### src/rtl/fp_div_mant_seq.sv
`default_nettype none
// ============================================================================
//  Module      : fp_div_mant_seq
//  Description : Iterative radix-2 restoring mantissa divider for the
//                single-precision FP divide path. Produces
//                Q = floor(dividend * 2^MANT_WIDTH / divisor) and remainder R
//                after MANT_WIDTH+1 iterations, with a ready/start/done
//                handshake and a synchronous abort.
//  Revision    : 1.0 - initial release
// ============================================================================
module fp_div_mant_seq #(
    parameter int MANT_WIDTH = 23,
    parameter int CNT_WIDTH  = 5
) (
    input  logic                  clk,
    input  logic                  rst,
    input  logic                  in_start,
    input  logic                  in_abort,
    input  logic [MANT_WIDTH+1:0] in_dividend,
    input  logic [MANT_WIDTH:0]   in_divisor,
    output logic                  out_ready,
    output logic                  out_busy,
    output logic                  out_done,
    output logic [MANT_WIDTH:0]   out_quotient,
    output logic [MANT_WIDTH:0]   out_remainder,
    output logic                  out_div_by_zero
);

    localparam int c_QW = MANT_WIDTH + 1;   // quotient / divisor width
    localparam int c_PW = MANT_WIDTH + 2;   // partial remainder width
    localparam logic [CNT_WIDTH-1:0] c_LAST_ITER = CNT_WIDTH'(MANT_WIDTH);

    typedef enum logic [1:0] {
        S_IDLE = 2'd0,
        S_CALC = 2'd1,
        S_DONE = 2'd2
    } state_t;

    state_t                 r_state;
    logic [CNT_WIDTH-1:0]   r_cnt;
    logic [c_PW-1:0]        r_p;       // partial remainder
    logic [c_QW-1:0]        r_d;       // latched divisor
    logic [c_QW-1:0]        r_q;       // quotient shift register
    logic                   r_dbz;     // divisor-was-zero, latched at start
    logic [c_QW-1:0]        r_quot_out;
    logic [c_QW-1:0]        r_rem_out;
    logic                   r_dbz_out;

    logic                   w_ge;
    logic [c_PW-1:0]        w_p_sub;
    logic [c_PW-1:0]        w_p_shl;
    logic [c_QW-1:0]        w_q_next;
    logic                   w_last;

    // One restoring step: trial subtract, quotient bit, and pre-shifted remainder
    always_comb begin
        w_ge     = (r_p >= {1'b0, r_d});
        w_p_sub  = w_ge ? (r_p - {1'b0, r_d}) : r_p;
        // After a subtract P < D, so the shift cannot lose a significant bit
        w_p_shl  = w_p_sub << 1;
        w_q_next = {r_q[c_QW-2:0], w_ge};
        w_last   = (r_cnt == c_LAST_ITER);
    end

    // Control FSM, iteration datapath and held result registers
    always_ff @(posedge clk or posedge rst) begin
        if (rst) begin
            r_state    <= S_IDLE;
            r_cnt      <= '0;
            r_p        <= '0;
            r_d        <= '0;
            r_q        <= '0;
            r_dbz      <= 1'b0;
            r_quot_out <= '0;
            r_rem_out  <= '0;
            r_dbz_out  <= 1'b0;
        end else if (in_abort) begin
            // Abort wins over start and over DONE entry; results are untouched
            r_state <= S_IDLE;
        end else begin
            case (r_state)
                S_IDLE: begin
                    if (in_start) begin
                        r_d     <= in_divisor;
                        r_p     <= in_dividend;
                        r_q     <= '0;
                        r_cnt   <= '0;
                        r_dbz   <= (in_divisor == '0);
                        r_state <= S_CALC;
                    end
                end
                S_CALC: begin
                    r_q   <= w_q_next;
                    r_cnt <= r_cnt + 1'b1;
                    if (w_last) begin
                        // Final iteration keeps the remainder unshifted
                        r_p     <= w_p_sub;
                        r_state <= S_DONE;
                        if (r_dbz) begin
                            r_quot_out <= '1;
                            r_rem_out  <= '0;
                            r_dbz_out  <= 1'b1;
                        end else begin
                            r_quot_out <= w_q_next;
                            r_rem_out  <= w_p_sub[c_QW-1:0];
                            r_dbz_out  <= 1'b0;
                        end
                    end else begin
                        r_p <= w_p_shl;
                    end
                end
                S_DONE: begin
                    r_state <= S_IDLE;
                end
                default: begin
                    r_state <= S_IDLE;
                end
            endcase
        end
    end

    assign out_ready       = (r_state == S_IDLE);
    assign out_busy        = (r_state == S_CALC);
    assign out_done        = (r_state == S_DONE);
    assign out_quotient    = r_quot_out;
    assign out_remainder   = r_rem_out;
    assign out_div_by_zero = r_dbz_out;

endmodule
`default_nettype wire

### config.mk
export PLATFORM = sky130hd
export DESIGN_NAME = fp_div_mant_seq
export DESIGN_NICKNAME = d
export VERILOG_FILES = /design/src/rtl/fp_div_mant_seq.sv
export SDC_FILE = /design/constraint.sdc
export NUM_CORES = 1
export LEC_CHECK = 0
export CAP_MARGIN = 20
export CORE_MARGIN = 4
export CORE_UTILIZATION = 30
export CTS_BUF_LIST = sky130_fd_sc_hd__clkbuf_8
export DETAILED_ROUTE_END_ITERATION = 10
export HOLD_SLACK_MARGIN = 0.12
export PLACE_DENSITY = 0.58
export SLEW_MARGIN = 10
export SYNTH_ARGS = -nofsm -noshare
export SYNTH_HDL_FRONTEND = slang
export SYNTH_SLANG_ARGS = --single-unit
### constraint.sdc
create_clock -name clk -period 4.21 [get_ports clk]
set_input_delay 0.421 -clock clk [delete_from_list [all_inputs] [get_ports clk]]
set_output_delay 0.421 -clock clk [all_outputs]
set_load 0.05 [all_outputs]
Word-level counts from Yosys, hierarchy flattened
Index checks and enable logic that the tools add are counted.
- equality and inequality tests: 7
- add/sub/neg operators: 2
- multiplexer cells: 15
- bitwise logic cells: 1
- magnitude comparators: 1
- reductions and logical operators: 8
- operator list (cell ; number):
    $mux 25 ; 3
    $pmux 25 s2 ; 1
    $mux 24 ; 2
    $pmux 23 s2 ; 1
    $ge 25x24->1 ; 1
    $sub 25x24->25 ; 1
    $logic_not 24->1 ; 1
    $mux 23 ; 1
    $pmux 5 s2 ; 1
    $reduce_and 3->1 ; 3
    $mux 2 ; 3
    $ne 3x3->1 const B ; 2
    $add 5x1->5 const B ; 1
    $eq 5x5->1 const B ; 1
    $mux 5 ; 1
    $pmux 2 s2 ; 1
    $reduce_and 4->1 ; 1
    $ne 3x2->1 const B ; 1
    $eq 2x1->1 const B ; 1
    $eq 2x2->1 const B ; 1
    $logic_not 2->1 ; 1
    $ne 2x2->1 const B ; 1
    $reduce_and 2->1 ; 1
    $reduce_bool 2->1 ; 1
    2 further kinds ; 2
- input port bits: 53
- logic and storage cells: 44
- flip-flop bits (word level): 129
- output and inout port bits: 52

Logic depth before layout (Yosys ltp)
- depth after elaboration: 4
- gate-level depth with buffers: 14
- gate-level depth less buffers: 12

Least setup slack after synthesis
OpenSTA, ideal clock, no wires.
- path type: flip-flop to flip-flop
- start point: register r_p[1]
- end point: register r_p[16]
- arrival: 2576 ps
- cell stages (with the launch flop): 12
- slack: 1508 ps
- clock period less this slack: 2702 ps
- path buffers: 2
- cells stage by stage: dfrtp_1 ha_1 nor2b_1 o21bai_4 a2111oi_4 o2111ai_2 nand3_2 buf_6 buf_12 mux2i_1 mux2i_1 a221o_1
- cells in the longest elaborated chain, start to end: 4
- elaborated cells on any way between the ends: 5
- classes of those cells: add/sub: 1; order compare: 1; mux: 3
- ends and longest elaborated chain (item ; line ; source):
    start: declaration ; 41 ; logic [c_PW-1:0] r_p;
    start signal: assignment ; 85 ; r_p <= in_dividend;
    start signal: assignment ; 97 ; r_p <= w_p_sub;
    start signal: assignment ; 109 ; r_p <= w_p_shl;
    $sub 25x24->25 or $ge 25x24->1 (tied branches) ; 58, 57 ;
    $mux 25 * ; 58 ; w_p_sub = w_ge ? (r_p - {1'b0, r_d}) : r_p;
    $mux 25 * ; 95 ; if (w_last) begin
    $pmux 25 s2 * ; 81 ; case (r_state)
Every way passes the cells marked *; elsewhere a longest branch is shown, timed or not. The select of a mux whose other input is x is not followed.
A chain may end at the register's enable or synchronous reset.

Worst setup path after layout
- start point: register r_p[6]
- end point: register r_p[2]
- cells in the longest elaborated chain, start to end: 4
- ends and longest elaborated chain (item ; line ; source):
    $ge 25x24->1 ; 57 ; w_ge = (r_p >= {1'b0, r_d});
    $mux 25 ; 58 ;
    $mux 25 ; 95 ;
    $pmux 25 s2 ; 81 ;
Every way passes these cells. The select of a mux whose other input is x is not followed.

==> results.toml <==
[critical_path]
crit_path_frequent_cell = "mux2i_1"
cpPeakStageDelay_ns = 0.74
crit_required_ns = 4.56
r2r_slack_ns = 0.78
critPathMaxFanout = 17
crit_chain = "ha_1 -> a211oi_1 -> o21ai_1 -> and3_4 -> o2111ai_2 -> and3_1 -> mux2i_1 -> mux2i_1 -> a221o_1"
crit_path_start_kind = "register"
arrival_ns = 3.78
cp-end-kind = "register"
slowest_stage = "and3_1"
crit_type = "reg2reg"

[synthesis]
avgSynthCellArea_um2 = 8.64
ys_types = 66
syn-num-nets = 937
synth.yosys.seq_area_share_pct = 43.5
synth_flop_cell = "dfrtp_1"
ys_ff_latch = 129
syn_inst = 858
synth_area_mm2 = 0.00741
yosysWarnings = 0
synth_top_area_share_pct = 43.5
async_flop_share_pct = 100
synth-edff-count = 0
synth_top_cell_by_area = "dfrtp_1"
yosys-top-cells-area = "dfrtp_1 44%, nand2_1 9.1%, o21ai_0 6.7%"

[timing]
rsz0062_at_grt = "no"
final_max_slew_viol_count = 0
fin_ws_ns = 0.783
fmax_ghz = 0.292
relSlewSlack_pct = 40.4
fin_crit_sh_pct = 81.4
period_needed_ns = 3.43
setup_viol = 0
finalClockSkew_ns = 0.0176
tightest_slew_ns = 0.894
tns_ns = 0
finalHoldViolCount = 0

[flow_run]
maxCapViolations = 0

[clocking]
numClockSinks = 129
clk_latency_ns = 0.47
cts_tree = "yes"
cts_buffer_depth = 2
root_buffer = "clkbuf_8"
cts_hold_buf = 0
cts_max_level = 4
clkTransAtPathRegs_ns = 0.09
cts_inserted_buffers = 17
postCtsSetupRepairBufs = 0
ctsResizeCount = 0

[finish]
nets = 1017
seqCellArea_mm2 = 0.00323
nFillCells = 2477
layout-drive-gt1-share_pct = 7.47
multi_input_area_mm2 = 0.00381
area_delta_synth_final_pct = 23.3
antenna_cells = 0

[routing]
wire_per_inst_um = 17.8
ant_nets = 0
vias = 6596
routed_wl_um = 22700
detail_route.vias_per_cell = 5.17
drt_iter0_drc = 659
drc = 0
first_pass_iters = 5

[worst_hold_path]
hold_class = "in2async"

[grt]
grt_pass1_wl_um = 36100
antenna_found_initial = 0
grt-ovfl-total = 0
grtUsageTotal_pct = 16.9
grt_max_degree = 78
grt_pass1_vias = 6538

[floorplanning]
start_util_pct = 30.5
die_w_um = 165
std_cell_rows = 57
dieArea_mm2 = 0.0273
core_area_mm2 = 0.0243
io_pins = 105
fp.dieH_um = 165

[pwr]
ir_drop_uv = 201
power_density_mw_per_mm2 = 518
p_leak_nw = 4.16

[placed_design]
place_congestion = 0.874
hpwl_um = 16300
pre_cts_slack_ns = 0.837
portBuffers = 104

[outcome]
status = "completed"
-- critical path, delay by kind of cell (launching register included) --
kind,cells,cell delay (ns)
flops,1,0.41
simple gates,2,0.96
mux,2,0.53
fa+ha+maj,1,0.40
compound gates,4,1.01
-- worst paths after layout --
| check | startpoint | end | depth (start not counted) |
|---|---|---|---|
| worst max-delay path | r_p[6]$_DFFE_PP0P_ | r_p[2]$_DFFE_PP0P_ | 9 |
| worst min-delay path | rst | out_quotient[13]$_DFFE_PP0P_ | 2 |
| worst max register to register | r_p[6]$_DFFE_PP0P_ | r_p[2]$_DFFE_PP0P_ | 9 |
| worst min register to register | out_quotient[17]$_DFFE_PP0P_ | out_quotient[17]$_DFFE_PP0P_ | 2 |
| max in group asynchronous | rst | r_d[13]$_DFFE_PP0P_ | 3 |
| min in group clk | out_quotient[17]$_DFFE_PP0P_ | out_quotient[17]$_DFFE_PP0P_ | 2 |
-- state kept, by name, indices dropped and copies added (netlist names) --
name             cells
out_remainder       24
out_quotient        24
r_dbz                1
out_div_by_zero      1
r_q                 23
r_d                 24
r_state              2
r_p                 25
r_cnt                5
-- layer usage --
| layer | track usage, % | wire [um] |
|---|---|---|
| met5 | 0 | 0 |
| met4 | 6.24 | 665 |
| met1 | 23.4 | 10400 |
| met3 | 2.85 | 1200 |
| met2 | 26.7 | 10400 |
-- final cells by class --
class,count,share of cell area (%)
multi-input combinational,638,41.6
sequential,129,35.3
timing repair buffer,118,12.9
tap,324,4.43
clock buffer,17,2.56
clock inverter,15,1.75
inverter,34,1.42
-- kinds of logic after synthesis --
kind of cell	Yosys count	synth area share [%]
flip-flops	129	43.5
buffers and inverters	91	5.37
multiplexers	29	4.03
AO/OA/AOI/OAI	245	21.0
adder cells (fa/ha/maj)	26	4.49
XOR/XNOR	18	2.13
AND/OR/NAND/NOR	320	19.4
-- cell usage after synthesis (all sizes together) (5+ instances only) --
cell and number:
nor3 8, mux2i 22, clkbuf 42, o21ai 106
o21a 10, nor4 8, a21oi 44, inv 34
nor2 40, ha 25, and3 13, o31ai 11
buf 15, nand3 35, a31oi 11, nor2b 5
a21o 13, dfrtp 129, nand2 180, nand4 10
a211oi 12, xor2 11, mux2 7, xnor2 7
-- stage by stage --
stage          instances  total power, mW  area, um^2  hold slack, ns  util [%]
6_report            1275             4.74        9140           0.305      37.6
5_1_grt             1275             5.05        9140           0.319      37.6
4_1_cts             1274             4.73        9120           0.479      37.5
3_5_place_dp        1242             3.61        8720           0.456      35.9
3_3_place_gp        1242             3.59        8720           0.451      35.9
2_1_floorplan        858             3.05        7410           0.433         -
-- where the power goes --
group | internal (mW) | switching (mW) | leakage, nW | total (mW)
registers | 1.35 | 0.109 | 1.71 | 1.46
logic | 0.821 | 1.35 | 2.25 | 2.17
clock network | 0.498 | 0.610 | 0.202 | 1.11
total | 2.67 | 2.06 | 4.16 | 4.74
-- cell usage in the layout (no fill, tap or decap), drive strengths merged, types with 4 or more instances in the layout --
cell type / count
ha: 25
o31ai: 11
o22ai: 4
dfrtp: 129
xnor2: 7
o21ai: 106
clkbuf: 17
inv: 46
mux2i: 22
o21a: 10
o21bai: 4
nor3: 8
nand4: 10
nor2: 40
a211oi: 12
a21oi: 44
xor2: 11
a21o: 13
nand3: 35
nor4: 8
nand2: 180
buf: 14
clkdlybuf4s50: 104
a31oi: 11
nor2b: 5
and3: 13
and2: 4
mux2: 7
(Power assumes the default switching activity.)
